===== src/rtl/ghost_catch_ctrl.sv =====
// Ghost/Pac-Man catch controller: debounced catch, freeze, life count, respawn and game-over.
// Optional post-respawn invulnerability window is enabled by defining GHOST_CATCH_INVULN_EN.
module ghost_catch_ctrl #(
    parameter int unsigned HIT_DIST     = 12,
    parameter int unsigned FREEZE_TICKS = 60,
    parameter int unsigned LIVES        = 3,
    parameter int unsigned INVULN_TICKS = 120
) (
    input  logic       clk,
    input  logic       rst,
    input  logic       frame_tick,
    input  logic [9:0] ghost_x,
    input  logic [8:0] ghost_y,
    input  logic [9:0] pac_x,
    input  logic [8:0] pac_y,
    input  logic       restart,
    output logic       freeze,
    output logic       caught,
    output logic       respawn,
    output logic [1:0] lives,
    output logic       game_over
);

    localparam int unsigned X_W     = 10;
    localparam int unsigned Y_W     = 9;
    localparam int unsigned LIVES_W = 2;
    // One counter serves both the freeze and invulnerability periods, sized for the longer one.
    localparam int unsigned CNT_MAX = (FREEZE_TICKS > INVULN_TICKS) ? FREEZE_TICKS : INVULN_TICKS;
    localparam int unsigned CNT_W   = $clog2(CNT_MAX + 1);

    localparam logic [CNT_W-1:0]   FREEZE_LAST = CNT_W'(FREEZE_TICKS);
`ifdef GHOST_CATCH_INVULN_EN
    localparam logic [CNT_W-1:0]   INVULN_LAST = CNT_W'(INVULN_TICKS);
`endif
    localparam logic [LIVES_W-1:0] LIVES_INIT  = LIVES_W'(LIVES);

    typedef enum logic [2:0] {
        S_PLAY,
        S_CONFIRM,
        S_CAUGHT,
        S_RESPAWN,
        S_GAMEOVER
`ifdef GHOST_CATCH_INVULN_EN
        , S_INVULN
`endif
    } state_t;

    state_t             state, state_d;
    logic [CNT_W-1:0]   cnt, cnt_d, cnt_inc;
    logic               freeze_d, caught_d, respawn_d, game_over_d;
    logic [LIVES_W-1:0] lives_d;
    logic [X_W-1:0]     dx;
    logic [Y_W-1:0]     dy;
    logic               overlap_c;

    // Absolute axis distances without wrap, then box test.
    always_comb begin
        dx        = (ghost_x >= pac_x) ? (ghost_x - pac_x) : (pac_x - ghost_x);
        dy        = (ghost_y >= pac_y) ? (ghost_y - pac_y) : (pac_y - ghost_y);
        overlap_c = (dx < X_W'(HIT_DIST)) && (dy < Y_W'(HIT_DIST));
        cnt_inc   = cnt + CNT_W'(1);
    end

    always_ff @(posedge clk or negedge rst) begin
        if (!rst) begin
            state     <= S_PLAY;
            cnt       <= '0;
            freeze    <= 1'b0;
            caught    <= 1'b0;
            respawn   <= 1'b0;
            lives     <= LIVES_INIT;
            game_over <= 1'b0;
        end else begin
            state     <= state_d;
            cnt       <= cnt_d;
            freeze    <= freeze_d;
            caught    <= caught_d;
            respawn   <= respawn_d;
            lives     <= lives_d;
            game_over <= game_over_d;
        end
    end

    // Next state and next registered outputs.
    always_comb begin
        state_d     = state;
        cnt_d       = cnt;
        freeze_d    = freeze;
        caught_d    = 1'b0;
        respawn_d   = 1'b0;
        lives_d     = lives;
        game_over_d = game_over;
        case (state)
            S_PLAY: begin
                if (frame_tick && overlap_c) begin
                    state_d = S_CONFIRM;
                end
            end
            S_CONFIRM: begin
                if (frame_tick) begin
                    if (overlap_c) begin
                        state_d  = S_CAUGHT;
                        caught_d = 1'b1;
                        freeze_d = 1'b1;
                        cnt_d    = '0;
                        lives_d  = (lives == '0) ? lives : (lives - LIVES_W'(1));
                    end else begin
                        state_d = S_PLAY;
                    end
                end
            end
            S_CAUGHT: begin
                if (frame_tick) begin
                    cnt_d = cnt_inc;
                    if (cnt_inc == FREEZE_LAST) begin
                        if (lives == '0) begin
                            state_d     = S_GAMEOVER;
                            game_over_d = 1'b1;
                        end else begin
                            state_d   = S_RESPAWN;
                            respawn_d = 1'b1;
                        end
                    end
                end
            end
            S_RESPAWN: begin
                freeze_d = 1'b0;
`ifdef GHOST_CATCH_INVULN_EN
                state_d  = S_INVULN;
                cnt_d    = '0;
`else
                state_d  = S_PLAY;
`endif
            end
            S_GAMEOVER: begin
                if (restart) begin
                    state_d     = S_RESPAWN;
                    respawn_d   = 1'b1;
                    lives_d     = LIVES_INIT;
                    game_over_d = 1'b0;
                end
            end
`ifdef GHOST_CATCH_INVULN_EN
            S_INVULN: begin
                if (frame_tick) begin
                    cnt_d = cnt_inc;
                    if (cnt_inc == INVULN_LAST) begin
                        state_d = S_PLAY;
                    end
                end
            end
`endif
            default: begin
                state_d = S_PLAY;
            end
        endcase
    end

endmodule

===== config.mk =====
export PLATFORM = sky130hd
export DESIGN_NAME = ghost_catch_ctrl
export DESIGN_NICKNAME = d
export VERILOG_FILES = /design/src/rtl/ghost_catch_ctrl.sv
export SDC_FILE = /design/constraint.sdc
export NUM_CORES = 1
export LEC_CHECK = 0
export ABC_AREA = 1
export CAP_MARGIN = 20
export CORE_MARGIN = 2
export CORE_UTILIZATION = 38
export DETAILED_ROUTE_END_ITERATION = 10
export PLACE_DENSITY = 0.64
export SYNTH_ARGS = -nofsm -noshare
export SYNTH_HDL_FRONTEND = slang
export SYNTH_SLANG_ARGS = --single-unit

===== constraint.sdc =====
create_clock -name clk -period 4.84 [get_ports clk]
set_clock_uncertainty 0.05 [all_clocks]
set_input_delay 0.484 -clock clk [delete_from_list [all_inputs] [get_ports clk]]
set_output_delay 0.484 -clock clk [all_outputs]
set_load 0.02 [all_outputs]

==> results of run 1 <==
## critical path, stage by stage
cell and delay [ns]:
clkdlybuf4s50_1 0.48, inv_1 0.05, ha_1 0.36, nand2_1 0.13, inv_1 0.08, a21oi_1 0.20
nand2_1 0.10, a21oi_1 0.34, nand2_1 0.10, nand2_1 0.10, nand3_2 0.08, inv_2 0.06
nand2_2 0.06, o21ai_4 0.17, nand3_4 0.13, nand2_1 0.10, nand2_1 0.05
## cells in the mapped netlist (all sizes together)
cell    instances
nand2         232
inv           122
nand3          59
nor2           48
ha             39
a21oi          18
dfrtp          14
nand4          11
o21ai           5
xor2            4
dfstp           2
nor3            2
o21a            2
o21bai          2
a31o            1
buf             1
o2111a          1
o211ai          1
o32ai           1
or2             1
xnor2           1
## area by class of cell
cell class | instances | area [um2] | area share (%)
Inverter | 122 | 458 | 12.3
Tap cell | 102 | 128 | 3.42
Clock buffer | 4 | 55.1 | 1.47
Sequential cell | 16 | 403 | 10.8
Multi-Input combinational cell | 428 | 2220 | 59.5
Timing Repair Buffer | 47 | 470 | 12.6
## state kept, by name, indices dropped and copies added, names as in the netlist
name / flops
game_over: 1
respawn: 1
lives: 2
cnt: 7
state: 3
caught: 1
freeze: 1
## logic make-up after synthesis
logic type      after synthesis
simple gates                353
compound gates               31
flops                        16
xor+xnor                      5
buf+inv                     123
fa+ha+maj                    39
## power by group through the flow
stage,Sequential (mW),Combinational [mW],Clock [mW]
2_1_floorplan,0.196,0.319,0
3_3_place_gp,0.179,0.468,0
3_5_place_dp,0.180,0.477,0
4_1_cts,0.178,0.484,0.121
5_1_grt,0.181,0.550,0.129
6_report,0.177,0.481,0.120
## worst max path at each step
stage,end,slack [ns],cells after the start
after floorplan,cnt[2],2.48,17
after global placement,cnt[5],1.66,17
after detailed placement,cnt[2],1.62,17
after CTS,cnt[2],1.88,17
after global routing,state[1],1.64,17
final,cnt[2],1.85,17
## per-stage QoR
| stage | power [mW] | instances | util, % | area [um2] | hold slack (ns) |
|---|---|---|---|---|---|
| after CTS | 0.782 | 719 | 47.8 | 3730 | 0.434 |
| final | 0.778 | 719 | 47.8 | 3730 | 0.430 |
| after global placement | 0.647 | 715 | 47.1 | 3680 | 0.411 |
| after floorplan | 0.515 | 567 | - | 3090 | 0.138 |
| after global routing | 0.859 | 719 | 47.8 | 3730 | 0.464 |
| after detailed placement | 0.657 | 715 | 47.1 | 3680 | 0.421 |
## layout by cell type (no fill, tap or decap)
master and count:
a21oi_1 17, o32ai_1 1, o21bai_1 2, nand3_1 54, nand2_1 225, inv_1 121, o21ai_1 2, ha_1 39
xnor2_1 1, a21oi_2 1, o21ai_4 1, clkbuf_8 4, o2111a_1 1, or2_2 1, a31o_2 1, o21ai_0 2
dfstp_2 2, nor2_1 44, nor2_2 4, nand2_2 7, nor3_1 2, o211ai_1 1, inv_2 1, o21a_1 2
nand3_2 4, xor2_1 4, nand3_4 1, dfrtp_1 14, clkdlybuf4s50_1 47, nand4_1 11
## routing by layer
metal	share of wire, %	GRT usage [%]	vias up	wire length, um
met2	48	32.0	52	3610
li1	-	-	1831	-
met5	0	0	-	0
met4	1.6	3.62	0	121
met1	47	21.9	1447	3530
met3	2.8	1.77	10	209
==> flow_summary.ini, run 1 <==
[cts]
clk_latency_ns = 0.25
numClockSinks = 16
numCtsBuffers = 3
post_cts_buffers = 0
clock-root-buffer = clkbuf_8
cts_buffer_depth = 2
cts_resized = 0
cts.htree.levels = 1
cts_tree = built
clk_pin_slew_ns = 0.06
cts_hold_buffers = 0

[routing]
postRouteAntennaNets = 0
vias = 3340
dr.pass1.iters = 4
drc_errors = 0
drtIter0Drc = 149
viasPerCell = 4.65
wl_um = 7470
drt-wirelength-per-cell_um = 10.4

[worst_hold_path]
holdPathStages = 2
hp-start = cnt[5]
hp-class = reg2reg
min_to = cnt[5]

[worst_setup_path]
rrSetupSlack_ns = 2.79
cp.arrival_ns = 3.08
path_class = in2reg
crit_required_ns = 4.93
r2r_end = state[1]
end_kind = register
crit_path_start = ghost_x[8]
crit_path_start_kind = primary input
worstRegToRegCells = 12
crit-reg2reg-launch = cnt[0]
worstPathMaxFanout = 7

[status]
status = finished clean

[logic_synthesis]
synth_xor_area_share_pct = 1.42
synthAdderAreaFrac_pct = 15.8
synth-seq-cells = 16
synth_top_family_by_area = simple AND/OR/NAND/NOR gates
post_synth_and_or_nand_nor_area_fraction_pct = 48.2
synth_cell_type_count = 29
synth.net_count = 648
synth_mux_area_share_pct = 0
yosysWarnings = 0
synth.area.top_cells = nand2_1, ha_1, inv_1, dfrtp_1, nand3_1
syn_area_um2 = 3090
synth_compound_area_share_pct = 6.35
synthCells = 567
yosys.area.top_type = nand2_1
syn_avg_cell_area_um2 = 5.45
synth.top_cell.area_share_pct = 27.3
ys_seq_area_share_pct = 13.0

[sta]
setup_tns_ns = 0
rsz0062_at_grt = false
setup_ws_ns = 1.85
slew_viol_final = 0
layout_min_cycle_time_ns = 2.99
hold_violations = 0
period_share_pct = 61.7
max_slew_margin_pct = 51.8
finalSetupViolCount = 0
worst_pin_slew_ns = 0.720
timing.fmax_mhz = 335

[global_routing]
grt_pass1_vias = 3113
antenna_found_initial = 0
grt_pass1_wl_um = 13000
overflow = 0
grt_max_degree = 17
grt_usage_pct = 17.4

[final_layout]
drive_gt1_share_pct = 4.38
n_antenna_cell = 0
fin_nets = 699
nFillCells = 828
area_delta_synth_final_pct = 20.8

[placement]
place_congestion = 0.910
dp_hpwl_um = 6300
dpl_worst_slack_ns = 1.62
portBuffers = 47

[floorplanning]
ioPinCount = 48
coreArea_um2 = 7810
die-area_um2 = 8870
fp.dieH_um = 94.2
rows = 32
initial_core_util_pct = 39.6
fp.dieW_um = 94.2

[power_and_ir_drop]
ir_worst_vdd_mv = 0.0980
p_switching_uw = 354
p_per_area_nw_per_um2 = 208
seqPwrFrac_pct = 22.8
switching_share_pct = 45.5
share_comb_of_total_power_pct = 61.8
cellInternalPower_uw = 424
power_frac_clock_pct = 15.4
p_leak_nw = 2.25

[flow_run]
maxCapViolations = 0
No activity file was read; power rests on OpenSTA's default activity.
==> run 2: changes to the inputs <==
- PLACE_DENSITY: 0.64 -> 0.66
- clock period: 4.84 -> 2.7 ns (I/O delays scaled with it)
==> flow_summary.ini, run 2 (same netlist as run 1, synthesis figures left out) <==
[final_layout]
largest_reg_flops = 7
top_register = cnt
fin_nets = 739
drive_gt1_share_pct = 14.9
top_regs = cnt x7, state x3, lives x2
design_area_um2 = 4210
final_cell_mix = nand2_1, inv_1, nand3_1
nFillCells = 800
n_antenna_cell = 0
final_common_cell = nand2_1
area_delta_synth_final_pct = 36.1

[worst_setup_path]
end_kind = register
worstRegToRegCells = 12
crit_path_start_kind = primary input
crit_required_ns = 2.83
worstPathMaxFanout = 7
rrSetupSlack_ns = 0.52
path_class = in2reg
cp.arrival_ns = 2.65

[cts]
cts_hold_buffers = 0
numCtsBuffers = 3
cts_tree = built
clock-root-buffer = clkbuf_8
clk_latency_ns = 0.25
clk_pin_slew_ns = 0.06
cts_buffer_depth = 2
numClockSinks = 16
cts.htree.levels = 1

[sta]
max_slew_margin_pct = 50.7
period_share_pct = 93.1
worst_pin_slew_ns = 0.737
setup_tns_ns = 0
layout_min_cycle_time_ns = 2.51
timing.fmax_mhz = 398
hold_violations = 0
slew_viol_final = 0
finalSetupViolCount = 0

[routing]
postRouteAntennaNets = 0
drtIter0Drc = 132
drc_errors = 0
vias = 3554
drt-wirelength-per-cell_um = 10.4
wl_um = 7860
viasPerCell = 4.68
dr.pass1.iters = 4

[placement]
portBuffers = 47
dp_hpwl_um = 6500
dpl-instance-area_um2 = 3960
place_congestion = 0.927

[power_and_ir_drop]
ir_worst_vdd_mv = 0.152
p_per_area_nw_per_um2 = 360
p_leak_nw = 2.44

[global_routing]
grt_pass1_wl_um = 13400
overflow = 0
grt_max_degree = 17
antenna_found_initial = 0
grt_usage_pct = 17.7
grt_pass1_vias = 3289

[floorplanning]
ioPinCount = 48
fp.dieW_um = 94.2
rows = 32
fp.dieH_um = 94.2
initial_core_util_pct = 39.6
coreArea_um2 = 7810
die-area_um2 = 8870

[flow_run]
maxCapViolations = 0

[status]
status = finished clean

[worst_hold_path]
hp-class = in2async
==> run 2: cell count changes in the layout (fill, tap and decap cells not counted), sizes merged <==
cell  before  now
buf        0   40
==> run 2: routing by layer <==
layer	global-route usage, %	vias up	wire length (um)
met4	2.29	0	46
met1	22.4	1567	3520
met5	0	-	0
met3	1.28	4	216
met2	33.3	68	4070
li1	-	1915	-
==> run 2: timing repair <==
action                                  in CTS  in global routing
buffers inserted                             0                  2
gates resized for setup                      0                 34
endpoints found under the setup margin       0                 11
==> run 2: worst max-delay path: stages <==
cell,delay (ns)
clkdlybuf4s50_1,0.48
inv_1,0.05
ha_2,0.36
nand2_2,0.09
nor2_2,0.12
nand2_1,0.10
nand3_2,0.13
nand2_2,0.10
nand2_4,0.11
nand3_2,0.06
nand2_1,0.07
nand3_2,0.08
inv_2,0.06
nand2_2,0.07
o21ai_4,0.18
buf_4,0.14
nand2_2,0.06
o21ai_1,0.13
==> run 2: per-stage QoR <==
step / hold slack [ns] / std cells / util (%) / power (mW) / worst slack (ns)
global route: 0.442 / 759 / 53.9 / 1.66 / -0.0291
finish: 0.409 / 759 / 53.9 / 1.52 / 0.186
floorplan: -0.0756 / 567 / - / 0.923 / 0.558
CTS: 0.427 / 757 / 51.5 / 1.46 / 0.0986
global placement: 0.409 / 753 / 50.8 / 1.22 / -0.156
detailed placement: 0.410 / 753 / 50.8 / 1.24 / -0.171
==> run 2: final cells by class <==
type                       instances  area [um2]  share of cell area, %
tap                              102         128                   3.03
multi-input combinational        428        2390                   56.9
timing repair buffer              87         771                   18.3
inverter                         122         458                   10.9
sequential                        16         403                   9.57
clock buffer                       4        55.1                   1.31
==> run 2: path summary, 6_finish.rpt <==
kind | startpoint | end
max | ghost_x[4] | lives[1]
min | rst | cnt[6]
max reg2reg | cnt[1] | state[1]
min reg2reg | cnt[5] | cnt[5]
max in group asynchronous | rst | state[1]
min in group clk | cnt[5] | cnt[5]
==> run 2: power by group <==
group	internal, mW	total [mW]	switching, mW
clock network	0.129	0.213	0.0841
logic	0.431	0.984	0.552
registers	0.289	0.318	0.0286
total	0.850	1.52	0.665
==> run 3: changes to the inputs <==
- ABC_AREA: 1 -> not set
- CAP_MARGIN: 20 -> not set
- PLACE_DENSITY: 0.66 -> 0.67
==> flow_summary.ini, run 3 <==
[logic_synthesis]
synth.net_count = 462
synth.top_cells.by_count = inv_1, ha_1, nand2_1
syn_avg_cell_area_um2 = 7.29
yosys.area.top_type = ha_1
yosysWarnings = 0
synth.area.top_cells = ha_1, dfrtp_1, inv_1, a21oi_1, nand2_1
synth-edff-count = 0
ys_seq_area_share_pct = 14.5
synth_flop_cell = dfrtp_1
synth-seq-cells = 16
syn_area_um2 = 2780
async_flop_share_pct = 100
synth_cell_type_count = 54
synth.top_cell.area_share_pct = 17.6
yosys.cell_count.top_type = inv_1
synthCells = 381

[routing]
wl_um = 8130
viasPerCell = 5.15
drc_errors = 0
postRouteAntennaNets = 0
drt-wirelength-per-cell_um = 13.2
vias = 3170
dr.pass1.iters = 4
drtIter0Drc = 124

[cts]
cts.htree.levels = 1
cts_hold_buffers = 0
clk_latency_ns = 0.25
clk_pin_slew_ns = 0.07
cts_tree = built
numCtsBuffers = 3
numClockSinks = 16
clock-root-buffer = clkbuf_8
cts_buffer_depth = 2

[final_layout]
top_register = cnt
drive_gt1_share_pct = 38.3
multi_input_area_um2 = 2510
largest_reg_flops = 7
final_common_cell = buf_4
n_antenna_cell = 0
design_area_um2 = 4420
area_delta_synth_final_pct = 59.1
fin_nets = 599
final_cells = 616
final_cell_mix = buf_4, nand2_1, inv_1
nFillCells = 614
top_regs = cnt x7, state x3, lives x2
seq_area_um2 = 403

[placement]
place_congestion = 0.892
portBuffers = 47
dp_hpwl_um = 6180
dpl_worst_slack_ns = -0.621
dpl-instance-area_um2 = 4010
dp_cells = 604

[floorplanning]
fp.dieH_um = 89.5
fp.dieW_um = 89.5
ioPinCount = 48
initial_core_util_pct = 38.7
rows = 31
coreArea_um2 = 7180
die-area_um2 = 8010

[worst_setup_path]
crit_buf_inv = 5
cp.arrival_ns = 2.84
path_cells = clkdlybuf4s15_1, ha_4, o211ai_4, buf_4, buf_4, buf_4, o21ai_0, xor2_1, or4_4, buf_4, a21oi_1, nand4_1, a21oi_2
end_kind = register
path_class = in2reg
critPathTopFamily = buffers and inverters
crit_path_start_kind = primary input
crit_path_frequent_cell = buf_4
slowest_stage = or4_4
max_stage_delay_ns = 0.57
worstPathMaxFanout = 3
crit_required_ns = 2.83

[global_routing]
grt_pass1_wl_um = 13000
overflow = 0
grt_max_degree = 24
grt_pass1_vias = 3065
antenna_found_initial = 0
grt_usage_pct = 19.8

[sta]
timing.fmax_mhz = 369
max_slew_margin_pct = 51.1
layout_min_cycle_time_ns = 2.71
hold_violations = 0
worst_pin_slew_ns = 0.731
finalSetupViolCount = 6
setup_ws_ns = -0.0115
setup_tns_ns = -0.0366
slew_viol_final = 0
period_share_pct = 100

[status]
status = complete, but fails checks
violations = setup timing

[power_and_ir_drop]
p_per_area_nw_per_um2 = 277
ir_worst_vdd_mv = 0.130
p_leak_nw = 2.07
power_mw = 1.22

[worst_hold_path]
hp-class = in2async

[flow_run]
maxCapViolations = 0
## run 3: cell types whose count changed in the layout (fill, tap and decap cells not counted), moves of 15 or more
cell,change
nand2_1,-183
inv_1,-90
buf_4,+57
nand3_1,-47
clkdlybuf4s50_1,-37
nor2_1,-15
## run 3: cell type report
type / instances / area share [%]
multi-input cells: 303 / 56.8
repair buffers: 147 / 26.0
flip-flops and latches: 16 / 9.11
inverters: 47 / 4.05
well taps: 99 / 2.80
clock buffers: 4 / 1.25
## run 3: worst register-to-register path, delay by kind of cell, from the launching register on
kind | cells | cell delay, ns
adders and majority gates | 1 | 0.27
DFF | 1 | 0.45
xor gates and xnor gates | 1 | 0.10
buffers and inverters | 1 | 0.17
and+or+nand+nor | 3 | 0.42
AOI/OAI and AO/OA | 4 | 0.68
## run 3: cells by family (layout without fill, tap and decap cells)
logic type,Yosys count,in the layout,share of synthesized area [%]
xor gates and xnor gates,25,25,7.88
adders and majority gates,39,39,17.6
AOI/OAI and AO/OA,108,108,24.9
muxes,4,4,1.53
and+or+nand+nor,127,127,24.1
DFF,16,16,14.5
buffers and inverters,62,198,9.50
## run 3: timing repair
action | CTS | global route
setup buffers | 3 | 5
cloned | 0 | 0
resized for setup | 91 | 68
setup endpoints to repair | 13 | 13
hold endpoints to repair | 0 | 0
pin swaps | 20 | 28
## run 3: final timing paths
path	start	to	slack (ns)	cells past startpoint
worst min register to register	game_over	game_over	0.48	2
max in group asynchronous	rst	cnt[0]	1.73	1
min in group clk	game_over	game_over	0.48	2
worst max register to register	cnt[0]	state[0]	0.50	10
worst max-delay path	pac_y[3]	state[0]	-0.01	13
worst min-delay path	rst	respawn	0.40	1
## run 3: where the power goes
| group | switching, mW | internal, mW |
|---|---|---|
| combinational | 0.356 | 0.396 |
| sequential | 0.00790 | 0.245 |
| clock | 0.0881 | 0.129 |
## run 3: through the flow
stage                     hold WS, ns  utilization, %
after CTS                       0.434            60.3
after detailed placement        0.466            55.8
after global placement          0.442            55.8
after global routing            0.479            61.6
after floorplan               -0.0756               -
final                           0.402            61.6
## run 3: metal layers
metal / up-vias / track usage (%) / part of all wire (%)
met4: 0 / 3.12 / 0.48
met5: - / 0 / 0
met2: 58 / 37.3 / 52
met3: 6 / 1.75 / 3.0
li1: 1599 / - / -
met1: 1507 / 24.7 / 44
